--- config.mk ---
export PLATFORM = sky130hd
export DESIGN_NAME = sprite_drawer
export DESIGN_NICKNAME = d
export VERILOG_FILES = /design/src/rtl/sprite_drawer.sv
export SDC_FILE = /design/constraint.sdc
export NUM_CORES = 1
export LEC_CHECK = 0
export ABC_CLOCK_PERIOD_IN_PS = 3000
export BUFFER_PORTS_ARGS = -buffer_cell sky130_fd_sc_hd__buf_2
export CORE_MARGIN = 2
export CORE_UTILIZATION = 40
export DETAILED_ROUTE_END_ITERATION = 8
export PLACE_DENSITY = 0.71
export SKIP_CTS_REPAIR_TIMING = 1
export SYNTH_ARGS = -nofsm -noshare
export SYNTH_HDL_FRONTEND = slang
export SYNTH_SLANG_ARGS = --single-unit
--- constraint.sdc ---
create_clock -name clock -period 3 [get_ports clock]
set_clock_uncertainty 0.05 [all_clocks]
set_input_delay 0 -clock clock [delete_from_list [all_inputs] [get_ports clock]]
set_output_delay 0 -clock clock [all_outputs]
set_load 0.05 [all_outputs]
--- src/rtl/sprite_drawer.sv ---
// Sprite blitter: scans an SPR_W x SPR_H ROM sprite onto the vga_adapter plot bus.
// Define SPRITE_DRAWER_ERASE_EN to repaint the previous sprite rectangle with BG_COLOUR first.
module sprite_drawer #(
  parameter int       SPR_W     = 8,
  parameter int       SPR_H     = 8,
  parameter int       ADDR_W    = 6,
  parameter int       X_MAX     = 159,
  parameter int       Y_MAX     = 119,
  parameter bit [2:0] TRANSP    = 3'b101,
  parameter bit [2:0] BG_COLOUR = 3'b000
) (
  input  logic              clock,
  input  logic              resetn,
  input  logic              start,
  input  logic [7:0]        pos_x,
  input  logic [6:0]        pos_y,
  output logic [ADDR_W-1:0] rom_addr,
  input  logic [2:0]        rom_data,
  output logic              busy,
  output logic              done,
  output logic [7:0]        x,
  output logic [6:0]        y,
  output logic [2:0]        colour,
  output logic              plot
);

  localparam int CW = (SPR_W > 1) ? $clog2(SPR_W) : 1;
  localparam int RW = (SPR_H > 1) ? $clog2(SPR_H) : 1;

  typedef enum logic [2:0] {
    IDLE, ERASE, DRAW, FLUSH, FIN
  } state_t;

  state_t r_state, w_next;

  logic [CW-1:0] r_col;
  logic [RW-1:0] r_row;
  logic [7:0]    r_cur_x;
  logic [6:0]    r_cur_y;
  logic [7:0]    r_x;
  logic [6:0]    r_y;
  logic          r_pv;
  logic          r_perase;
  logic          r_onscr;

  logic          w_scan;
  logic          w_last;
  logic          w_do_erase;
  logic [7:0]    w_bx;
  logic [6:0]    w_by;
  logic [8:0]    w_sx;
  logic [7:0]    w_sy;

`ifdef SPRITE_DRAWER_ERASE_EN
  logic [7:0] r_prev_x;
  logic [6:0] r_prev_y;
  logic       r_prev_valid;

  assign w_do_erase = r_prev_valid;
  assign w_bx = (r_state == ERASE) ? r_prev_x : r_cur_x;
  assign w_by = (r_state == ERASE) ? r_prev_y : r_cur_y;

  always_ff @(posedge clock) begin
    if (!resetn) begin
      r_prev_x     <= '0;
      r_prev_y     <= '0;
      r_prev_valid <= 1'b0;
    end else if (r_state == FIN) begin
      r_prev_x     <= r_cur_x;
      r_prev_y     <= r_cur_y;
      r_prev_valid <= 1'b1;
    end
  end
`else
  assign w_do_erase = 1'b0;
  assign w_bx = r_cur_x;
  assign w_by = r_cur_y;
`endif

  assign w_scan = (r_state == ERASE) || (r_state == DRAW);
  assign w_last = (r_col == CW'(SPR_W - 1)) && (r_row == RW'(SPR_H - 1));

  // One spare bit so a carry reads as off-screen instead of wrapping
  assign w_sx = {1'b0, w_bx} + 9'(r_col);
  assign w_sy = {1'b0, w_by} + 8'(r_row);

  assign rom_addr = ADDR_W'(r_row) * ADDR_W'(SPR_W) + ADDR_W'(r_col);

  assign busy   = (r_state != IDLE);
  assign done   = (r_state == FIN);
  assign x      = r_x;
  assign y      = r_y;
  assign colour = !r_pv ? 3'b000 : (r_perase ? BG_COLOUR : rom_data);
  assign plot   = r_pv && r_onscr && (r_perase || (rom_data != TRANSP));

  always_comb begin
    w_next = r_state;
    case (r_state)
      IDLE:    if (start) w_next = w_do_erase ? ERASE : DRAW;
      ERASE:   if (w_last) w_next = DRAW;
      DRAW:    if (w_last) w_next = FLUSH;
      FLUSH:   w_next = FIN;
      FIN:     w_next = IDLE;
      default: w_next = IDLE;
    endcase
  end

  always_ff @(posedge clock) begin
    if (!resetn) begin
      r_state  <= IDLE;
      r_col    <= '0;
      r_row    <= '0;
      r_cur_x  <= '0;
      r_cur_y  <= '0;
      r_x      <= '0;
      r_y      <= '0;
      r_pv     <= 1'b0;
      r_perase <= 1'b0;
      r_onscr  <= 1'b0;
    end else begin
      r_state  <= w_next;
      r_pv     <= w_scan;
      r_perase <= (r_state == ERASE);
      if (r_state == IDLE && start) begin
        r_cur_x <= pos_x;
        r_cur_y <= pos_y;
      end
      if (w_scan) begin
        r_x     <= w_sx[7:0];
        r_y     <= w_sy[6:0];
        r_onscr <= (w_sx <= 9'(X_MAX)) && (w_sy <= 8'(Y_MAX));
        if (r_col == CW'(SPR_W - 1)) begin
          r_col <= '0;
          r_row <= w_last ? '0 : r_row + 1'b1;
        end else begin
          r_col <= r_col + 1'b1;
        end
      end
    end
  end

endmodule
# Yosys cells after proc, flatten, opt, wreduce, memory -nomap -nowiden
# Cells that the tools add are included.
[op_classes] n_eq_ne=10 n_reduce_logical=11 magnitude_cmp=2 n_addsub=5 n_mux=8
[op_table] operator="2-to-1 mux 3 bit" n=7
[op_table] operator="one-hot mux 3 bit (4 select lines)" n=1
[op_table] operator="adder 8 x 3 -> 9 bit" n=1
[op_table] operator="equality test 3 bit (second input constant)" n=3
[op_table] operator="less-or-equal comparator 9 x 8 -> 1 bit (second input constant)" n=1
[op_table] operator="adder 7 x 3 -> 8 bit" n=1
[op_table] operator="less-or-equal comparator 8 x 7 -> 1 bit (second input constant)" n=1
[op_table] operator="adder 3 x 1 -> 3 bit (second input constant)" n=2
[op_table] operator="adder 6 x 3 -> 6 bit" n=1
[op_table] operator="equality test 3 x 2 -> 1 bit (second input constant)" n=2
[op_table] operator="inequality test 2 bit (second input constant)" n=3
[op_table] operator="logical AND 1 bit" n=5
[op_table] operator="equality test 3 x 1 -> 1 bit (second input constant)" n=1
[op_table] operator="logical NOT 3 bit" n=1
[op_table] operator="inequality test 3 bit (second input constant)" n=1
[op_table] operator="AND reduction 3 bit" n=1
[op_table] operator="nonzero test 3 bit" n=1
[op_table] operator="logical OR 1 bit" n=2
[op_table] operator="AND reduction 2 bit" n=1
[word_totals] inputBits=21 ff_bits=42

# Logic depth before layout (Yosys ltp)
[logic_depth] depth_word=4 mapped_depth=8 ltp_nobuf=8

# Least setup slack after synthesis
# No wires, ideal clock.
[synth_path] path_type="register to register" startpoint="register r_row[0]" endpoint="register r_onscr" period_less_slack_ps=2318 stages_incl_launch_ff=9 slack_ps=682 setup_ps=96 required_ps=2854 arrival_time_ps=2172 path_cell_list="dfxtp_1 -> ha_1 -> inv_1 -> fa_1 -> nor2b_1 -> nor3b_1 -> xnor2_1 -> nor2_1 -> o41ai_2"
[synth_via] elab_chain_len=3
[synth_rtl] item="from (decl)" line_no="37" source="logic [RW-1:0] r_row;"
[synth_rtl] item="from (signal assigned)" line_no="134" source="r_row <= w_last ? '0 : r_row + 1'b1;"
[synth_rtl] item="adder 7 x 3 -> 8 bit" line_no="85" source="assign w_sy = {1'b0, w_by} + 8'(r_row);"
[synth_rtl] item="less-or-equal comparator 8 x 7 -> 1 bit" line_no="131" source="r_onscr <= (w_sx <= 9'(X_MAX)) && (w_sy <= 8'(Y_MAX));"
[synth_rtl] item="logical AND 1 bit" line_no="131"
[synth_rtl] item="to (signal assigned)" line_no="131"
[synth_rtl] item="to (decl)" line_no="44" source="logic r_onscr;"
# No other way between the ends.
# A chain may end at the register's enable or synchronous reset.

# Worst setup path in the final report
[layout_path] startpoint="register r_col[0]" endpoint="register r_onscr"
[layout_via] elab_chain_len=3
[layout_rtl] item="from (decl)" line_no="36" source="logic [CW-1:0] r_col;"
[layout_rtl] item="from (signal assigned)" line_no="136" source="r_col <= r_col + 1'b1;"
[layout_rtl] item="adder 8 x 3 -> 9 bit" line_no="84" source="assign w_sx = {1'b0, w_bx} + 9'(r_col);"
[layout_rtl] item="less-or-equal comparator 9 x 8 -> 1 bit" line_no="131"
[layout_rtl] item="logical AND 1 bit" line_no="131"
# No other way between the ends.

==> reports/summary.txt <==
Total negative slack -> 0 ns
Unrepaired setup endpoints after global routing -> false
Final nets -> 329
Via count -> 1763
Pwr/cell area -> 473 mW/mm2
Hpwl dp -> 3070 um
Hold crit path type -> in2reg
GRT overflow -> 0
Sw Pwr -> 0.343 mW
Library cells used by synthesis -> 39
DR pass1 iterations -> 4
Clock share of power -> 32.0%
Peak VDD IR -> 0.000201 V
DIE AREA -> 0.00554 mm2
Synth Area per Inst -> 8.37 um2
Vias/cell -> 4.84
Largest net degree at the start of global routing -> 36
Violated checks -> hold timing
Die Span Y -> 74.4 um
Outcome -> finished with violations
Seq cells post-synth -> 42
Hold_ws -> -0.0424 ns
Final WL -> 4310 um
CP Max Fanout -> 5
Slew HR -> 40.6%
Clock Sinks -> 42
Top FF cell, synth -> dfxtp_1
IO Port Bufs -> 47
Final Hold Vio Count -> 1
CP startpoint kind -> flop
Worst skew pair latency -> 0.30 ns
Share of layout cells above drive strength 1 -> 20.2%
Die W -> 74.4 um
Critical path class -> reg2reg
Synth-to-Final Area Change -> 26.2%
Core Area -> 0.00475 mm2
Internal power -> 0.841 mW
YS warnings -> 0
Initial Util -> 41.7%
LEAKAGE -> 1.10 nW
Total Routing Usage GR -> 15.8%
Min Tclk post-route -> 2.09 ns
Inserted Clock Buffers -> 5
Vias in the first global route -> 1475
Tcrit/Tclk final -> 69.6%
Seq/Total Area, Yosys -> 42.4%
Maximum buffer depth of the clock tree -> 2
Reg power frac -> 51.6%
WP data arrival -> 2.24 ns
Clk slew on worst S/H paths -> 0.08 ns
Nature of the critical path endpoint -> flop
DR DRC count -> 0
Antenna violations before repair -> 0
Switching share of power -> 29.0%
Combinational fraction of design power -> 16.4%
Fmax -> 479 MHz
Max Cap Viol -> 0
Post-synth ARST share -> 0%
Ant. Diodes -> 0
Worst R2R Setup Slack -> 0.91 ns
Final setup vio count -> 0
IO Pins -> 48
Number of enable flip-flop cells after synthesis -> 0
TritonCTS clock tree -> done
Mapped Cells -> 237
Row count -> 25
Slew Viols, Final -> 0
Gpl congestion -> 0.806
Worst Path Required -> 3.16 ns
Avg WL per Cell -> 11.8 um
First-pass GRT wire length -> 6620 um
Antenna Nets Post-Route -> 0
Clock Root Buffer -> clkbuf_8
Slew @ Worst Pin -> 0.885 ns
Total Power -> 1.18 mW
Syn Nets -> 270
Post-Syn Area -> 0.00198 mm2
Number of DRC markers in iteration 0 -> 60
H-tree Lvls -> 2
==> worst max-delay path, stage by stage, from the launching register on <==
cell and delay (ns):
dfxtp_1 0.35, ha_1 0.24, fa_1 0.40, a21oi_1 0.20, and2b_2 0.27, nand3_1 0.08
o211ai_1 0.10, o41ai_2 0.31
==> sequential cells by signal (all words and copies together), names as in the netlist, 3 cells and up <==
signal / flops
r_col: 3
r_cur_y: 7
r_state: 3
x: 8
r_row: 3
y: 7
r_cur_x: 8
==> metal layers <==
| layer | vias to the layer above | track usage [%] | routed length (um) |
|---|---|---|---|
| met1 | 800 | 19.7 | 1970 |
| met2 | 38 | 26.3 | 2120 |
| met4 | 0 | 5.95 | 72 |
| met5 | - | 0 | 0 |
| li1 | 920 | - | - |
| met3 | 5 | 4.20 | 155 |
==> synth_stat cells (all sizes together), types with 2 or more instances <==
cell     n  area (um2)
nand2   54         203
dfxtp   42         841
a21oi   31         155
nor2    16        60.1
ha      10         125
a211oi   8        60.1
xnor2    8        70.1
buf      7        41.3
clkbuf   6        23.8
nand3    6        30.0
xor2     5        43.8
and2     4        25.0
inv      4        15.0
a21o     3        22.5
nand4b   3        26.3
nor2b    3        18.8
nor3     3        15.0
nor3b    3        22.5
and3     2        17.5
fa       2        40.0
o21ai    2        10.0
==> kinds of logic after synthesis <==
logic type	synth area share, %
adder cells (fa/ha/maj)	8.32
AND/OR/NAND/NOR	23.3
AO/OA/AOI/OAI	16.1
XOR/XNOR	5.74
buffers and inverters	4.22
flip-flops	42.4
==> worst paths after layout <==
| check | cells after the start | endpoint | start |
|---|---|---|---|
| worst min-delay path | 3 | r_state[1] | start |
| worst max register to register | 7 | r_onscr | r_col[0] |
| worst max-delay path | 7 | r_onscr | r_col[0] |
| worst min register to register | 2 | y[3] | y[3] |
==> layout make-up <==
type	count	area [um2]
fillers	483	2250
multi-input cells	177	1060
flip-flops and latches	42	841
repair buffers	65	410
clock buffers	7	86.3
well taps	67	83.8
inverters	5	18.8
clock inverters	1	5.00
==> layout by cell type, fill, tap and decap left out, types with 6 or more instances in the layout <==
master,netlist,routed
nand2_1,54,54
buf_2,6,47
dfxtp_1,42,42
a21oi_1,31,31
nor2_1,16,16
dlygate4sd3_1,0,16
ha_1,10,10
xnor2_1,8,8
a211oi_1,8,8
nand3_1,6,6
clkbuf_8,0,6
==> metrics by stage <==
stage,instances,setup WS [ns],area (um2),util (%)
floorplan,237,0.682,1980,-
detailed placement,340,0.926,2250,47.4
global placement,340,0.969,2250,47.4
CTS,348,0.902,2340,49.3
global route,364,0.689,2500,52.7
finish,364,0.913,2500,52.7
==> power groups by stage <==
stage | sequential [mW] | combinational (mW) | clock [mW]
final | 0.611 | 0.194 | 0.378
after global routing | 0.615 | 0.212 | 0.410
after CTS | 0.611 | 0.180 | 0.385
after detailed placement | 0.624 | 0.180 | 0
after global placement | 0.624 | 0.179 | 0
after floorplan | 0.665 | 0.0912 | 0
Power figures use the tool's default switching activity.
